===== src/rtl/program_sequencer.sv =====
// Program sequencer: feeds a host-loaded program to the CPU over Din/run/done.
// Issues one word per instruction, supplies mvi immediates, stops on HALT, end of memory or timeout.
module program_sequencer #(
    parameter int word    = 16,
    parameter int DEPTH   = 32,
    parameter int AW      = 5,
    parameter int TIMEOUT = 16
) (
    input  logic            clk,
    input  logic            resetn,
    input  logic            load_en,
    input  logic [AW-1:0]   load_addr,
    input  logic [word-1:0] load_data,
    input  logic            start,
    input  logic            cpu_done,
    output logic [word-1:0] din,
    output logic            run,
    output logic            busy,
    output logic            halted,
    output logic            error,
    output logic [AW:0]     pc,
    output logic [15:0]     instr_count
);

    localparam int TW = (TIMEOUT > 1) ? $clog2(TIMEOUT) : 1;
    localparam logic [2:0] OP_MVI  = 3'b001;
    localparam logic [2:0] OP_HALT = 3'b111;
    localparam logic [AW:0] PC_END  = (AW+1)'(DEPTH);
    localparam logic [AW:0] PC_LAST = (AW+1)'(DEPTH - 1);
    localparam logic [TW-1:0] T_LAST = TW'(TIMEOUT - 1);

    typedef enum logic [2:0] {
        S_IDLE,
        S_ISSUE,
        S_IMM,
        S_WAIT,
        S_HALT,
        S_ERR
    } state_t;

    state_t          state, state_n;
    logic [AW:0]     pc_n;
    logic [15:0]     count_n;
    logic [TW-1:0]   timer, timer_n;
    logic [word-1:0] mem [DEPTH];
    logic [word-1:0] cur;
    logic [2:0]      op;
    logic            restart;
    logic            complete;

    assign cur     = mem[pc[AW-1:0]];
    assign op      = cur[8:6];
    // A simultaneous load wins over start when idle.
    assign restart = start && !load_en;

    assign run    = (state == S_ISSUE);
    assign busy   = (state == S_ISSUE) || (state == S_IMM) || (state == S_WAIT);
    assign halted = (state == S_HALT);
    assign error  = (state == S_ERR);
    assign din    = ((state == S_ISSUE) || (state == S_IMM)) ? cur : '0;

    always_ff @(posedge clk) begin
        if (load_en && !busy) begin
            mem[load_addr] <= load_data;
        end
    end

    always_comb begin
        state_n  = state;
        pc_n     = pc;
        count_n  = instr_count;
        timer_n  = timer;
        complete = 1'b0;
        unique case (state)
            S_IDLE, S_HALT, S_ERR: begin
                if (restart) begin
                    state_n = S_ISSUE;
                    pc_n    = '0;
                    count_n = '0;
                end
            end
            S_ISSUE: begin
                if (op == OP_HALT) begin
                    state_n = S_HALT;
                end else if (op == OP_MVI && pc == PC_LAST) begin
                    state_n = S_ERR;
                end else begin
                    pc_n    = pc + 1'b1;
                    timer_n = '0;
                    state_n = (op == OP_MVI) ? S_IMM : S_WAIT;
                end
            end
            S_IMM: begin
                pc_n    = pc + 1'b1;
                timer_n = '0;
                if (cpu_done) begin
                    complete = 1'b1;
                    state_n  = (pc_n == PC_END) ? S_HALT : S_ISSUE;
                end else begin
                    state_n = S_WAIT;
                end
            end
            S_WAIT: begin
                if (cpu_done) begin
                    complete = 1'b1;
                    state_n  = (pc == PC_END) ? S_HALT : S_ISSUE;
                end else if (timer == T_LAST) begin
                    state_n = S_ERR;
                end else begin
                    timer_n = timer + 1'b1;
                end
            end
            default: state_n = S_IDLE;
        endcase
        if (complete && instr_count != 16'hFFFF) begin
            count_n = instr_count + 16'd1;
        end
    end

    always_ff @(posedge clk or negedge resetn) begin
        if (!resetn) begin
            state       <= S_IDLE;
            pc          <= '0;
            instr_count <= '0;
            timer       <= '0;
        end else begin
            state       <= state_n;
            pc          <= pc_n;
            instr_count <= count_n;
            timer       <= timer_n;
        end
    end

endmodule

===== config.mk =====
export PLATFORM = sky130hd
export DESIGN_NAME = program_sequencer
export DESIGN_NICKNAME = d
export VERILOG_FILES = /design/src/rtl/program_sequencer.sv
export SDC_FILE = /design/constraint.sdc
export NUM_CORES = 1
export LEC_CHECK = 0
export CORE_ASPECT_RATIO = 1.4
export CORE_MARGIN = 1
export CORE_UTILIZATION = 61
export CTS_CLUSTER_SIZE = 25
export DETAILED_ROUTE_END_ITERATION = 8
export PLACE_DENSITY = 0.79
export SLEW_MARGIN = 10
export SYNTH_ARGS = -nofsm -noshare
export SYNTH_HDL_FRONTEND = slang
export SYNTH_SLANG_ARGS = --single-unit

===== constraint.sdc =====
create_clock -name clk -period 4.2 [get_ports clk]
set_input_delay 1.05 -clock clk [delete_from_list [all_inputs] [get_ports clk]]
set_output_delay 1.05 -clock clk [all_outputs]
set_load 0.005 [all_outputs]

[After elaboration in Yosys (flattened, before gate mapping)]
Memories as Yosys holds them, arrays and structs flattened.
Cells that the tools add are included.
Cells by class
  $add $sub $neg: 3
  equal/unequal tests: 18
  muxes and demuxes: 27
  reduce and logical (&&, ||, !) cells: 19
Operators with widths (number)
  $mux W16: 4
  $mux W3: 8
  $mux W6: 3
  $pmux W6 S3: 1
  $add A16 B1 Y16 const B: 1
  $mux W4: 4
  $ne A16 B16 Y1 const B: 1
  $eq A6 B6 Y1 const B: 2
  $pmux W3 S4: 1
  $pmux W4 S3: 1
  $ne A2 B2 Y1 const B: 5
  $eq A3 B3 Y1 const B: 3
  $add A6 B1 Y6 const B: 1
  $eq A3 B1 Y1 const B: 2
  $eq A3 B2 Y1 const B: 2
  $eq A6 B5 Y1 const B: 1
  $reduce_bool A3 Y1: 2
  $mux W1: 5
  $reduce_and A5 Y1: 1
  $add A4 B1 Y4 const B: 1
  $eq A4 B4 Y1 const B: 1
  $logic_and A1 B1 Y1: 4
  $reduce_and A2 Y1: 2
  $reduce_and A4 Y1: 1
  7 further kinds: 10
Storage, ports and cells
  register bits after elaboration: 29
  memory bits (writable): 512
  input port bits: 26
  word-level logic and storage cells: 72
  memories: 1
Memory list
  mem: words 32, bits a word 16, read ports 1, clocked after Yosys merged registers in 0, write ports 1, RTL line 45  | logic [word-1:0] mem [DEPTH];

[Logic depth before layout (Yosys ltp)]
  word-level depth: 7
  mapped depth: 12

[Least setup slack after synthesis]
Ideal clock, no wire load.
  path kind: reg2out
  start point: register pc[1]
  end point: output din[10]
  arrival: 2.529 ns
  required time: 3.150 ns
  slack: 0.621 ns
  stages on the path, launching flop included: 10
  path buffers: 5
  cells stage by stage: dfrtp_1 > buf_2 > buf_2 > buf_2 > buf_2 > clkbuf_1 > mux4_2 > mux4_2 > mux2i_1 > nor2_1
On the way
  cells in the longest elaborated chain, start to end: 2
RTL lines
  start: declaration: RTL line 21  | output logic [AW:0] pc,
  start signal: assignment: RTL line 128  | pc <= pc_n;
  $mem_v2 Z32 W16
  $mux W16: RTL line 60  | assign din = ((state == S_ISSUE) || (state == S_IMM)) ? cur : '0;
  end: declaration: RTL line 16  | output logic [word-1:0] din,
Every way passes these cells.

[Worst setup path in the final report]
  start point: register pc[0]
  end point: output din[9]
The elaborated chain is that of the path after synthesis.

==> results.toml <==
[route]
drtAntennaViolNets = 0
drt_first_pass_iters = 7
routedWlPerCell_um = 30.98
vias_per_cell = 6.657
routed_wirelength_um = 53140
dr.first_iter.drc_count = 1335
drc_errors = 0
vias = 11420

[global_routing]
grt_pass1_wl_um = 75130
track_usage_pct = 29.61
met3_usage_pct = 5.226
grt_pass1_vias = 11450
met2_usage_pct = 52.22
gr-max-usage-layer = "met2"
met1_usage_pct = 35.96
grt_max_degree = 65
grt-ovfl-total = 0
antenna_found_initial = 0

[synth]
synth_edf_count = 512
synthTopCellsByArea = "edfxtp_1 (71%), mux4_2 (14%), dfrtp_1 (3.4%), mux4_1 (1.6%), nor2_1 (1.2%)"
synthCells = 1061
synth_cell_types = 61
synth_top_area_share_pct = 71.02
syn_area_um2 = 21650
synth_nets = 1092
yosys_warnings = 0
avgSynthCellArea_um2 = 20.40
synth_area_leader_cell = "edfxtp_1"
ys_ff_latch = 541
ys_seq_area_share_pct = 74.38
synth_most_common_cell = "edfxtp_1"
ys.flop_type = "edfxtp_1"
synth_common_cells = "edfxtp_1 (512), mux4_2 (131), nor2_1 (72)"
ys_async_sr_fraction_pct = 5.360

[critical_path]
startpoint = "pc[0]"
path_class = "register to output port"
critical_path_required_ns = 3.15
reg2reg_from = "pc[0]"
arrival_ns = 3.23
endpoint_kind = "output port"
worst_setup_path_start_kind = "register"
path_max_fanout = 11

[run_status]
violations = "negative setup slack"
run_status = "finished, violations left"

[floorplan]
die_height_um = 224.9
num_rows = 81
initial_core_util_pct = 61.91
core_area_um2 = 34960
pin_count = 68
dieArea_um2 = 36260
fp.dieW_um = 161.2

[cells_and_area]
multi_input_area_um2 = 5390
n_antenna_cell = 0
fillers = 1970
fin_nets = 1251
area_delta_synth_final_pct = 17.02
drive_above_1_share_pct = 28.83
regArea_um2 = 16110

[timing]
hold_ws_ns = 0.4863
worst_pin_slew_ns = 1.292
fin_crit_ns = 4.281
fmax_mhz = 233.6
setup_viol = 3
fin_crit_sh_pct = 101.9
fin_skew_ns = 0.01366
drv_slew = 0
slew_headroom_pct = 13.61
setup_ws_ns = -0.08114
rsz0062_at_grt = "yes"
final_hold_viol_count = 0

[power]
p_per_area_nw_per_um2 = 615.9
total_power_w = 0.01560
vdd_drop_max_mv = 0.3961
leakage_nw = 8.273

[placed_design]
portBuffers = 67
place_hpwl_um = 27160
place.gp.congestion = 0.8704

[clock_network]
cts_tree = "done"
htreeDepth = 2
cts_buffers = 48
clkLatencyLatePin_ns = 0.57
clkTransAtPathRegs_ns = 0.06
root_buffer = "clkbuf_16"
clockBufferDepth = 3
cts_hold_buf = 0
cts.sinks = 541

[flow_run]
cap_violations = 0

[min_path]
hold_path.startpoint = "timer[3]"
hold_path.class = "register to register"
[final timing paths]
path / endpoint / slack (ns) / depth (start not counted)
max in group asynchronous: pc[0] / 2.95 / 2
min in group asynchronous: instr_count[4] / 0.89 / 2
min reg2reg: timer[3] / 0.49 / 1
max reg2reg: pc[0] / 0.82 / 9
max: din[9] / -0.08 / 7
min: timer[3] / 0.49 / 1
[final cells by class]
cell class	count	area share [%]
clock buffers	56	4.944
clock inverters	33	1.067
inverters	7	0.1037
multi-input cells	459	21.28
flip-flops and latches	541	63.60
well taps	456	2.252
repair buffers	163	6.757
[cell families (layout without fill, tap and decap cells)]
family,after synthesis,after routing,synth area share [%]
muxes,174,174,16.65
and+or+nand+nor,198,198,4.445
adders and majority gates,5,5,0.2890
xor gates and xnor gates,4,4,0.1619
DFF,541,541,74.38
buffers and inverters,61,259,1.653
AOI/OAI and AO/OA,78,78,2.422
[layout by cell type (no fill, tap or decap), types with 5 or more instances in the layout]
| cell type | Yosys | layout |
|---|---|---|
| clkinv_2 | 0 | 6 |
| edfxtp_1 | 512 | 512 |
| a21oi_1 | 6 | 6 |
| buf_12 | 2 | 5 |
| dlymetal6s2s_1 | 0 | 9 |
| ha_1 | 5 | 5 |
| and3_1 | 5 | 5 |
| mux4_1 | 13 | 12 |
| buf_4 | 0 | 76 |
| nand2b_1 | 10 | 10 |
| clkinvlp_4 | 0 | 5 |
| nand3b_1 | 5 | 5 |
| buf_16 | 0 | 7 |
| mux4_2 | 131 | 132 |
| clkbuf_16 | 0 | 52 |
| mux2i_2 | 0 | 5 |
| nand4_1 | 5 | 5 |
| dfrtp_1 | 29 | 25 |
| or3_1 | 5 | 5 |
| mux2i_1 | 20 | 11 |
| nand3_1 | 22 | 22 |
| nor2_2 | 1 | 28 |
| clkinv_1 | 0 | 15 |
| nand2_1 | 40 | 40 |
| nor2b_1 | 7 | 7 |
| o21ai_1 | 10 | 10 |
| o31ai_1 | 5 | 5 |
| o21ai_0 | 28 | 28 |
| nor2_1 | 72 | 45 |
| mux2_2 | 7 | 7 |
| clkdlybuf4s50_1 | 0 | 56 |
| inv_1 | 7 | 7 |
| clkbuf_1 | 18 | 7 |
[sequential cells by signal, indices dropped and copies added, names as in the netlist]
name / count
timer: 4
instr_count: 16
state: 3
pc: 6
mem: 512
[stage by stage]
stage               utilization [%]  instance area, µm²  std cells  TNS (ns)  setup slack [ns]
floorplan                         -               21650       1061         0            0.6213
global placement              66.14               23120       1584         0            0.3969
detailed placement            66.14               23120       1584         0            0.3853
CTS                           71.30               24930       1681   -0.9260           -0.1175
global route                  72.45               25330       1715   -0.4018           -0.1351
finish                        72.45               25330       1715   -0.1939          -0.08114
[layer usage]
layer	share of wire, %	vias up
met5	0	-
met4	4.0	0
met3	8.8	129
met2	53	742
met1	34	5829
li1	-	4717
[critical path, stage by stage, from the launching register on]
cell and delay (ns):
dfrtp_4 0.46, buf_8 0.17, buf_16 0.16, mux4_2 0.53, mux4_2 0.57, mux2i_2 0.25, nor2_1 0.07, clkdlybuf4s50_1 0.44
[power by group]
group          switching (W)  total (W)  internal (W)
Combinational        0.00246    0.00511       0.00265
Sequential          0.000170    0.00618       0.00601
Clock                0.00192    0.00431       0.00239
Total                0.00455     0.0156        0.0111
[timing repair]
action | in CTS | in global routing
setup buffers | 4 | 31
resized for setup | 30 | 26
pin swaps | 0 | 5
gates cloned | 4 | 3
setup endpoints to repair | 15 | 15
Power figures use the tool's default switching activity.
